--- config.mk ---
export PLATFORM = sky130hd
export DESIGN_NAME = uart_tx_arbiter
export DESIGN_NICKNAME = d
export VERILOG_FILES = /design/src/rtl/uart_tx_arbiter.sv
export SDC_FILE = /design/constraint.sdc
export NUM_CORES = 1
export LEC_CHECK = 0
export ABC_CLOCK_PERIOD_IN_PS = 2860
export CAP_MARGIN = 40
export CORE_UTILIZATION = 49
export CTS_CLUSTER_DIAMETER = 150
export DETAILED_ROUTE_END_ITERATION = 16
export GPL_TIMING_DRIVEN = 0
export PLACE_DENSITY = 0.85
export SYNTH_ARGS = -nofsm -noshare
export SYNTH_HDL_FRONTEND = slang
export SYNTH_SLANG_ARGS = --single-unit
--- constraint.sdc ---
create_clock -name clk -period 2.86 [get_ports clk]
set_input_delay 0.286 -clock clk [delete_from_list [all_inputs] [get_ports clk]]
set_output_delay 0.286 -clock clk [all_outputs]
set_load 0.005 [all_outputs]
--- src/rtl/uart_tx_arbiter.sv ---
// Round-robin arbiter that lets N_REQ byte-stream requesters share one UART transmitter.
// A grant covers a whole packet and ends on the last byte, on a dropped request, or on an idle timeout.
module uart_tx_arbiter #(
   parameter int N_REQ       = 3,
   parameter int TIMEOUT_CYC = 65535
) (
   input  logic                 clk,
   input  logic                 rst,
   input  logic [N_REQ-1:0]     req,
   input  logic [8*N_REQ-1:0]   in_data,
   input  logic [N_REQ-1:0]     in_write,
   input  logic [N_REQ-1:0]     in_last,
   output logic [N_REQ-1:0]     in_ready,
   output logic [N_REQ-1:0]     grant,
   input  logic                 uart_tx_ready,
   output logic [7:0]           uart_data,
   output logic                 uart_data_write,
   output logic                 timeout_pulse,
   output logic [7:0]           timeout_count
);

   localparam int IDX_W = (N_REQ > 1) ? $clog2(N_REQ) : 1;
   localparam int CNT_W = $clog2(TIMEOUT_CYC + 1);

   typedef enum logic [1:0] {IDLE, GRANT, GAP} state_t;

   state_t             state, state_n;
   logic [N_REQ-1:0]   grant_n;
   logic [IDX_W-1:0]   cur_idx, cur_n, last_idx, last_n, pick, cand;
   logic [CNT_W-1:0]   idle_cnt, cnt_n;
   logic               tpulse_n;
   logic [7:0]         tcount_n;
   logic               found;
   int                 sidx;
   logic [7:0]         cur_data;
   logic               cur_write, cur_last, cur_req;
   logic               accept;

   function automatic logic [7:0] sat_inc(input logic [7:0] v);
      return (v == 8'hFF) ? v : v + 8'd1;
   endfunction

   // Rotating search starting just after the last served requester.
   always_comb begin
      found = 1'b0;
      pick  = '0;
      sidx  = 0;
      cand  = '0;
      for (int k = 0; k < N_REQ; k++) begin
         sidx = (int'(last_idx) + 1 + k) % N_REQ;
         cand = IDX_W'(sidx);
         if (!found && req[cand]) begin
            found = 1'b1;
            pick  = cand;
         end
      end
   end

   always_comb begin
      cur_data  = 8'h00;
      cur_write = 1'b0;
      cur_last  = 1'b0;
      cur_req   = 1'b0;
      for (int i = 0; i < N_REQ; i++) begin
         if (cur_idx == IDX_W'(i)) begin
            cur_data  = in_data[8*i +: 8];
            cur_write = in_write[i];
            cur_last  = in_last[i];
            cur_req   = req[i];
         end
      end
   end

   assign accept          = (state == GRANT) && !rst && cur_write && uart_tx_ready;
   assign in_ready        = rst ? '0 : (grant & {N_REQ{uart_tx_ready}});
   assign uart_data       = ((state == GRANT) && !rst) ? cur_data : 8'h00;
   assign uart_data_write = accept;

   always_ff @(posedge clk) begin
      if (rst) begin
         state         <= IDLE;
         grant         <= '0;
         cur_idx       <= '0;
         last_idx      <= IDX_W'(N_REQ - 1);
         idle_cnt      <= '0;
         timeout_pulse <= 1'b0;
         timeout_count <= 8'h00;
      end else begin
         state         <= state_n;
         grant         <= grant_n;
         cur_idx       <= cur_n;
         last_idx      <= last_n;
         idle_cnt      <= cnt_n;
         timeout_pulse <= tpulse_n;
         timeout_count <= tcount_n;
      end
   end

   // Priority in GRANT: last-byte accept, then abort, then timeout.
   always_comb begin
      state_n  = state;
      grant_n  = grant;
      cur_n    = cur_idx;
      last_n   = last_idx;
      cnt_n    = idle_cnt;
      tpulse_n = 1'b0;
      tcount_n = timeout_count;
      case (state)
         IDLE: begin
            grant_n = '0;
            if (found) begin
               state_n       = GRANT;
               grant_n[pick] = 1'b1;
               cur_n         = pick;
               cnt_n         = '0;
            end
         end
         GRANT: begin
            if ((accept && cur_last) || !cur_req) begin
               state_n = GAP;
               grant_n = '0;
               last_n  = cur_idx;
            end else if (!accept && (idle_cnt == CNT_W'(TIMEOUT_CYC - 1))) begin
               state_n  = GAP;
               grant_n  = '0;
               last_n   = cur_idx;
               tpulse_n = 1'b1;
               tcount_n = sat_inc(timeout_count);
            end else if (accept) begin
               cnt_n = '0;
            end else begin
               cnt_n = idle_cnt + 1'b1;
            end
         end
         GAP: begin
            state_n = IDLE;
            grant_n = '0;
         end
         default: begin
            state_n = IDLE;
            grant_n = '0;
         end
      endcase
   end

endmodule

Yosys cells after proc, flatten, opt, wreduce, memory -nomap -nowiden
Index checks and enable logic that the tools add are counted. Widths: inputs -> output; s select.

Output and inout port bits: 24. Register bits: 34. Input bits: 36. Logic and storage cells: 101.

Div/mod/pow operators: 3. Multiplexer cells: 44. Order comparisons: 5. Reduce and logical (&&, ||, !) cells: 24. $add $sub $neg: 5. Bitwise gates (word level): 4. Equal/unequal tests: 9.

Operators with widths (count): $mod 32x3->32 const B (3); $mux 16 (4); $add 32x2->32 const B (1); $mux 8 (4); $pmux 16 s2 (1); $mux 1 (17); $add 16x1->16 const B (1); $eq 16x16->1 const B (1); $mux 2 (8); $lt 2x3->1 const B (4); $mux 3 (4); $add 8x1->8 const B (1); $eq 8x8->1 const B (1); $logic_and 1x1->1 (8); $reduce_and 4->1 (2); $bmux 1 s2 (3); $ne 2x2->1 const B (3); $pmux 3 s2 (1); $reduce_and 2->1 (3); $logic_not 1->1 (5); $add 3x2->4 const B (1); $eq 2x1->1 const B (2); $logic_not 2->1 (2); $pmux 2 s2 (1); 10 further kinds (13).

Longest topological paths before layout
Gate-level depths: netlist of run 1.

Word-level depth: 17. Gate-level depth with buffers: 10. Gate-level depth less buffers: 8.

Least setup slack after synthesis of run 1
No wires, ideal clock.

Path kind: reg2reg. From: register last_idx[0]. To: register idle_cnt[15]. Path buffers: 2. Slack: 0.624 ns. Stages on the path, launching flop included: 11. Data arrival time: 2.180 ns. Required time: 2.804 ns. Period minus slack after synthesis: 2.236 ns. Setup time: 0.056 ns. Path through: dfxtp_1 -> inv_1 -> ha_1 -> buf_6 -> mux2i_1 -> o22ai_1 -> o41a_1 -> a31oi_4 -> nor2b_4 -> buf_6 -> o22a_2.

Word-level cells in the longest chain between the ends: 13. Elaborated cells between the ends (all ways): 21. Classes of those cells: 3 x add/sub; 3 x div; 1 x eq/ne; 9 x mux; 5 x reduce/logical.

RTL lines: start, declared (RTL line 29) `logic [IDX_W-1:0] cur_idx, cur_n, last_idx, last_n, pick, cand;`; start signal, assigned (RTL line 84) `last_idx <= IDX_W'(N_REQ - 1);`; start signal, assigned (RTL line 92) `last_idx <= last_n;`; $add 2x1->3 (*) (RTL line 50) `sidx = (int'(last_idx) + 1 + k) % N_REQ;`; branches (longest 9 deep; another with $add 32x2->32); $mux 1 (*) (RTL line 52) `if (!found && req[cand]) begin`; $ne 2x2->1 (no line) (*); $reduce_and 4->1 (no line) (*); end signal, assigned (RTL line 93) `idle_cnt <= cnt_n;`; end, declared (RTL line 30) `logic [CNT_W-1:0] idle_cnt, cnt_n;`.

Mark *: on every way between the ends. The select of a mux whose other input is x is not followed. A chain may end at the register's enable or synchronous reset.

Worst setup path after layout of run 1
From: register cur_idx[0]. To: output port uart_data[7].

Word-level cells in the longest chain between the ends: 5. Elaborated cells between the ends (all ways): 7. Classes of those cells: 2 x eq/ne; 4 x mux; 1 x reduce/logical.

RTL lines: start, declared (RTL line 29); start signal, assigned (RTL line 91) `cur_idx <= cur_n;`; $logic_not 2->1 (RTL line 65) `if (cur_idx == IDX_W'(i)) begin`; $mux 8 (2 in series) (RTL line 65); $mux 8 (*) (RTL line 65); $mux 8 (*) (RTL line 76) `assign uart_data = ((state == GRANT) && !rst) ? cur_data : 8'h00;`; end, declared (RTL line 16) `output logic [7:0] uart_data,`.

Mark *: on every way between the ends. The rest lies on a longest branch, timed or not.

==> results of run 1 <==
-- state kept, by name, indices dropped and copies added (netlist names) --
signal         cells
grant              3
timeout_pulse      1
idle_cnt          16
timeout_count      8
state              2
cur_idx            2
last_idx           2
-- metrics by stage --
stage          power [mW]  hold WS, ps  cells
2_1_floorplan      0.9054        487.9    286
3_3_place_gp        1.078        498.0    396
3_5_place_dp        1.089        509.6    396
4_1_cts             1.509        433.5    404
5_1_grt             1.593        447.4    404
6_report            1.506        434.9    404
-- placed cells by master, fill, tap and decap left out, drive strengths merged, types with 6 or more instances in the layout --
| cell | synthesis | layout |
|---|---|---|
| clkdlybuf4s50 | 0 | 58 |
| nor2 | 55 | 55 |
| dfxtp | 34 | 34 |
| nand2 | 23 | 23 |
| nand3 | 17 | 17 |
| mux2i | 14 | 14 |
| a21oi | 14 | 14 |
| clkbuf | 6 | 14 |
| o22a | 10 | 10 |
| buf | 9 | 9 |
| inv | 8 | 8 |
| o21ai | 8 | 8 |
| nand2b | 7 | 7 |
| nand4 | 7 | 7 |
| nor3 | 7 | 7 |
| xnor2 | 6 | 6 |
| ha | 6 | 6 |
-- worst max-delay path by stage --
stage / startpoint / endpoint / depth (start not counted)
after floorplan: last_idx[0]$_SDFFE_PP0P_ / idle_cnt[15]$_SDFFE_PP0P_ / 10
after global placement: last_idx[0]$_SDFFE_PP0P_ / idle_cnt[5]$_SDFFE_PP0P_ / 10
after detailed placement: last_idx[0]$_SDFFE_PP0P_ / idle_cnt[6]$_SDFFE_PP0P_ / 10
after CTS: cur_idx[0]$_SDFFE_PP0P_ / uart_data[7] / 7
after global routing: state[0]$_SDFFE_PP0P_ / uart_data[4] / 5
final: cur_idx[0]$_SDFFE_PP0P_ / uart_data[7] / 7
-- cell families after synthesis --
family	Yosys count	share of synthesized area
AND/OR/NAND/NOR	140	0.3030
adder cells (fa/ha/maj)	6	0.03324
multiplexers	14	0.06205
buffers and inverters	23	0.05318
flip-flops	34	0.3014
XOR/XNOR	6	0.02327
AO/OA/AOI/OAI	63	0.2238
-- power by group --
part	total [mW]	switching, mW	internal [mW]
logic	0.569	0.314	0.254
clock network	0.421	0.178	0.243
registers	0.515	0.0161	0.499
total	1.51	0.509	0.997
-- area by class of cell --
type / instances / area, µm² / area share
clock buffer: 8 / 110.1 / 0.03653
tap: 52 / 65.06 / 0.02159
inverter: 8 / 30.03 / 0.009963
timing repair buffer: 58 / 580.6 / 0.1926
multi-input combinational: 229 / 1458 / 0.4836
buffer: 15 / 90.09 / 0.02989
sequential: 34 / 680.7 / 0.2258
-- worst min-delay path, delay by kind of cell --
family / cells / cell delay, ps
simple gates: 1 / 120
compound gates: 1 / 120
buf+inv: 1 / 170
-- metal layers --
metal  track usage  part of all wire  vias up
met4       0.06444             0.011        0
met2        0.3739              0.45       86
li1              -                 -     1164
met5             0                 0        -
met1        0.3200              0.47     1040
met3       0.06638             0.070        6
==> results.cfg, run 1 <==
[routing]
firstDrtPassIters = 5
drc = 0
drt_iter0_markers = 239
wl_per_cell_um = 13.72
vias_per_cell = 5.683
drtAntennaViolNets = 0
drt_wl_total_um = 5543
vias = 2296

[placement]
dp_hpwl_um = 4124
gp_congestion = 0.9039
dp_worst_setup_slack_ps = 358.4
dpl_cell_area_um2 = 2904
port_buffers = 58

[grt]
grt_pass1_wl_um = 9494
grt_usage = 0.2378
grt_max_degree = 11
gr-total-overflow = 0
antenna_found_initial = 0
grt_pass1_vias = 2084

[final_layout]
nNetsFinal = 393
fin_area_um2 = 3014
fillers = 347
drive_above_1_share = 0.09943
fin_util = 0.6875
antennaDiodeCount = 0
syn_to_final_growth_pct = 33.46

[clocking]
root_buffer = clkbuf_8
cts_hold_buffers = 0
cts_max_level = 2
ctsResizeCount = 0
cts_num_sinks = 34
cts_buffers = 5
cts_tree = built
clock_latency_ps = 290
path_clk_slew_ps = 70
post_cts_buffers = 0
clk_path_buf_depth = 2

[logic_synthesis]
synth_common_cells = nor2_1, dfxtp_1, nand2_1
synthCells = 286
synth_most_common_cell = nor2_1
synth_seq_cells = 34
yosysWarningCount = 0
synth.area.top_cells = dfxtp_1, nor2_1, mux2i_1, nand2_1, nand3_1
synth_ff_type = dfxtp_1
yosysTopAreaCellShare = 0.3014
ys_seq_area_frac = 0.3014
synth_cell_types = 57
async_flop_share = 0
synth_edf_count = 0
netlist_area_um2 = 2258
avgSynthCellArea_um2 = 7.897
yosysTopAreaCell = dfxtp_1
syn_nets = 328

[timing]
worst_pin_slew_ps = 670.4
fin_crit_sh = 0.9193
rsz0062_at_grt = false
timing.final.ws_setup_ps = 230.9
period_needed_ps = 2629
hold_viol = 0
skew_ps = 6.909
timing.fmax_mhz = 380.4
drv_slew = 0
setup-violations-final = 0
max_slew_margin = 0.5531
setup_tns_ps = 0

[worst_hold_path]
worstHoldPathType = in -> reg
whs_endpoint = grant[0]$_SDFFE_PP0P_
worstHoldStart = rst
hold_depth = 3

[power]
vdd_ir_drop_max_uv = 270.1
power_leakage_nw = 1.059
powerDensity_nw_per_um2 = 499.5

[setup_path]
cp_slowest_cell = buf_1
r2r_cells = 10
cp.arrival_ps = 2340
crit_chain = buf_2 -> buf_1 -> mux2i_1 -> nor2_1 -> a21oi_1 -> nor2_1 -> clkdlybuf4s50_1
cp-start-kind = flip-flop
critPathCaptureType = output port
cp_max_fo = 10
critPathBufInv = 3
max_stage_delay_ps = 540
path_common_cell = nor2_1
r2r_start = last_idx[0]$_SDFFE_PP0P_
r2r_setup_slack_ps = 330
crit_family = buffers and inverters
required_ps = 2570
crit_type = reg -> out
r2r_end = idle_cnt[6]$_SDFFE_PP0P_

[die]
die_h_um = 69.89
die_w_um = 69.89
rows = 24
dieArea_um2 = 4885
coreArea_um2 = 4384
pin_count = 60
initial_core_util = 0.5151

[status]
outcome = complete, no violations

[run]
cap_violations = 0
Note: power is estimated with default switching activity, not from simulation.
==> run 2: changes to the inputs <==
--- a/config.mk
+++ b/config.mk
@@ -15,3 +15,4 @@
 export SYNTH_ARGS = -nofsm -noshare
 export SYNTH_HDL_FRONTEND = slang
 export SYNTH_SLANG_ARGS = --single-unit
+export TNS_END_PERCENT = 100
==> results of run 2 <==
Final layout, timing and power as in run 1 (identical DEF).
==> patch: new RTL, config.mk and constraints of run 1 <==
Register the output `timeout_count` once more, cleared by the reset; this adds one clock of latency there. The other outputs are not delayed to match.
--- a/src/rtl/uart_tx_arbiter.sv
+++ b/src/rtl/uart_tx_arbiter.sv
@@ -23,6 +23,8 @@
    localparam int CNT_W = $clog2(TIMEOUT_CYC + 1);
 
    typedef enum logic [1:0] {IDLE, GRANT, GAP} state_t;
+
+   logic [7:0] timeout_count_s0;
 
    state_t             state, state_n;
    logic [N_REQ-1:0]   grant_n;
@@ -84,7 +86,7 @@
          last_idx      <= IDX_W'(N_REQ - 1);
          idle_cnt      <= '0;
          timeout_pulse <= 1'b0;
-         timeout_count <= 8'h00;
+         timeout_count_s0 <= 8'h00;
       end else begin
          state         <= state_n;
          grant         <= grant_n;
@@ -92,7 +94,7 @@
          last_idx      <= last_n;
          idle_cnt      <= cnt_n;
          timeout_pulse <= tpulse_n;
-         timeout_count <= tcount_n;
+         timeout_count_s0 <= tcount_n;
       end
    end
 
@@ -104,7 +106,7 @@
       last_n   = last_idx;
       cnt_n    = idle_cnt;
       tpulse_n = 1'b0;
-      tcount_n = timeout_count;
+      tcount_n = timeout_count_s0;
       case (state)
          IDLE: begin
             grant_n = '0;
@@ -125,7 +127,7 @@
                grant_n  = '0;
                last_n   = cur_idx;
                tpulse_n = 1'b1;
-               tcount_n = sat_inc(timeout_count);
+               tcount_n = sat_inc(timeout_count_s0);
             end else if (accept) begin
                cnt_n = '0;
             end else begin
@@ -143,5 +145,13 @@
       endcase
    end
 
+   always_ff @(posedge clk) begin
+      if (rst) begin
+         timeout_count <= '0;
+      end else begin
+         timeout_count <= timeout_count_s0;
+      end
+   end
+
 endmodule
 
Formal check against the unedited RTL: same outputs for any inputs over 10 cycles, from zero or initial values and one cycle with rst high; that may be too few to reach the edited logic, so the function may still have changed.
==> patch against run 1 <==
Final cell count grew 5.2%. Area after synthesis grew 7.5%. Hold slack gained 0.039 ns. Total power grew 5.4%. Clock skew grew 0.0016 ns. Core utilization shrank 1.8 points. Routed wire length grew 3.7%. Sequential cell count grew 8. Sequential share of layout area grew 3.8 points. Cell area grew 5.6%. Setup slack gained 0.055 ns. Maximum frequency grew 2.2%. Global-route usage shrank 0.065 points. Largest cell class unchanged.
==> patch: results <==
[layout]
num-nets-final = 399
num_antenna_cells = 0
drive_above_1_share = 0.07542
reg.largest.list = idle_cnt: 16 flops, timeout_count: 8 flops, timeout_count_s0: 8 flops
fill_cells = 404

[global_route]
grt_pass1_wl_um = 9798
antenna_found_initial = 0
grt_util_all_layers = 0.2371
grt_start_max_net_pins = 14
grt_pass1_vias = 2235

[synthesis]
async_flop_share = 0
synth-seq-area-share = 0.3464
netlist_top_cells_area = dfxtp_1 35%, mux2i_1 6.6%, nor2_1 5.9%
syn_nets = 334
synth_commonest_cells = 42 x dfxtp_1, 38 x nor2_1, 23 x a21oi_1, 23 x nand2_1, 16 x mux2i_1
synthMuxAreaShare = 0.08144
ys_warn_count = 0
synthXorXnorAreaFrac = 0.01804
synth_compound_area_frac = 0.1964
synth_adder_area_share = 0.03093
yosysUniqueCellTypes = 55

[detailed_routing]
vias_per_cell = 5.666
drt-initial-drc-count = 138
wirelength_um = 5746
detail_route.first_pass.iterations = 4

[pwr]
leakagePower_nw = 1.154
peakVddDrop_mv = 0.2554

[critical_path]
cp_slowest_cell = clkbuf_1
crit_fanout = 10
crit_path_max_incr_delay_ns = 0.54
arrival_ns = 2.29

[status]
outcome = finished clean

[placed_design]
place_hpwl_um = 4341
place_congestion = 0.8453
dp_slack_ns = 0.1323
io_buffers = 59

[sta]
finalClockSkew_ns = 0.008503
max_slew_margin = 0.4840

[clock_network]
htreeDepth = 2
cts_setup_buffers = 0

[hold_path]
hp-class = reg2reg
[patch: cell count changes in the layout (fill, tap and decap cells not counted), moves of 5 or more]
cell | run 1 | this run
dfxtp_1 | 34 | 42
nand3_1 | 16 | 9
clkbuf_1 | 4 | 9
nor2_1 | 55 | 38
a31oi_1 | 0 | 5
o22a_1 | 6 | 0
a21oi_1 | 13 | 23
nor2b_1 | 4 | 15
[patch: layout make-up]
cell class	count	area share
multi-input combinational	226	0.4629
sequential	42	0.2640
timing repair buffer	59	0.1855
tap	67	0.02633
buffer	14	0.02358
clock buffer	6	0.02279
inverter	9	0.01061
clock inverter	2	0.004322
[patch: path summary, 6_finish.rpt]
kind / from / end / slack (ns) / depth (start not counted)
worst min register to register: grant[0] / grant[0] / 0.47 / 2
worst max-delay path: cur_idx[0] / uart_data[5] / 0.29 / 7
worst max register to register: last_idx[0] / idle_cnt[9] / 0.36 / 8
worst min-delay path: grant[0] / grant[0] / 0.47 / 2
[patch: critical path: cells and delay by family, from the launching register on]
| kind | cells | cell delay, ns |
|---|---|---|
| buffers and inverters | 3 | 1.15 |
| DFF | 1 | 0.31 |
| muxes | 1 | 0.26 |
| AOI/OAI and AO/OA | 1 | 0.16 |
| and+or+nand+nor | 2 | 0.11 |
[patch: stage by stage]
stage,instances,hold slack (ns),area (um2),total power [mW]
final,425,0.4735,3184,1.587
after global routing,425,0.5122,3184,1.689
after CTS,426,0.4768,3188,1.590
after detailed placement,418,0.4658,3102,1.214
after global placement,418,0.4558,3102,1.201
after floorplan,292,0.3655,2427,1.020
[patch: layer usage]
layer / global-route usage / part of all wire / vias to the layer above
li1: - / - / 1178
met1: 0.2798 / 0.43 / 1129
met2: 0.4299 / 0.50 / 97
met3: 0.05972 / 0.064 / 4
met4: 0.05447 / 0.0054 / 0
met5: 0 / 0 / -
[patch: kinds of logic (layout without fill, tap and decap cells)]
logic type               after synthesis  count (layout)
buffers and inverters                 24              90
adder cells (fa/ha/maj)                6               6
flip-flops                            42              42
AO/OA/AOI/OAI                         68              68
AND/OR/NAND/NOR                      128             128
XOR/XNOR                               5               5
multiplexers                          19              19
[patch: power by group]
part	total, mW	switching, mW	internal (mW)
clock	0.379	0.207	0.172
combinational	0.576	0.328	0.248
sequential	0.631	0.0214	0.610
total	1.59	0.556	1.03
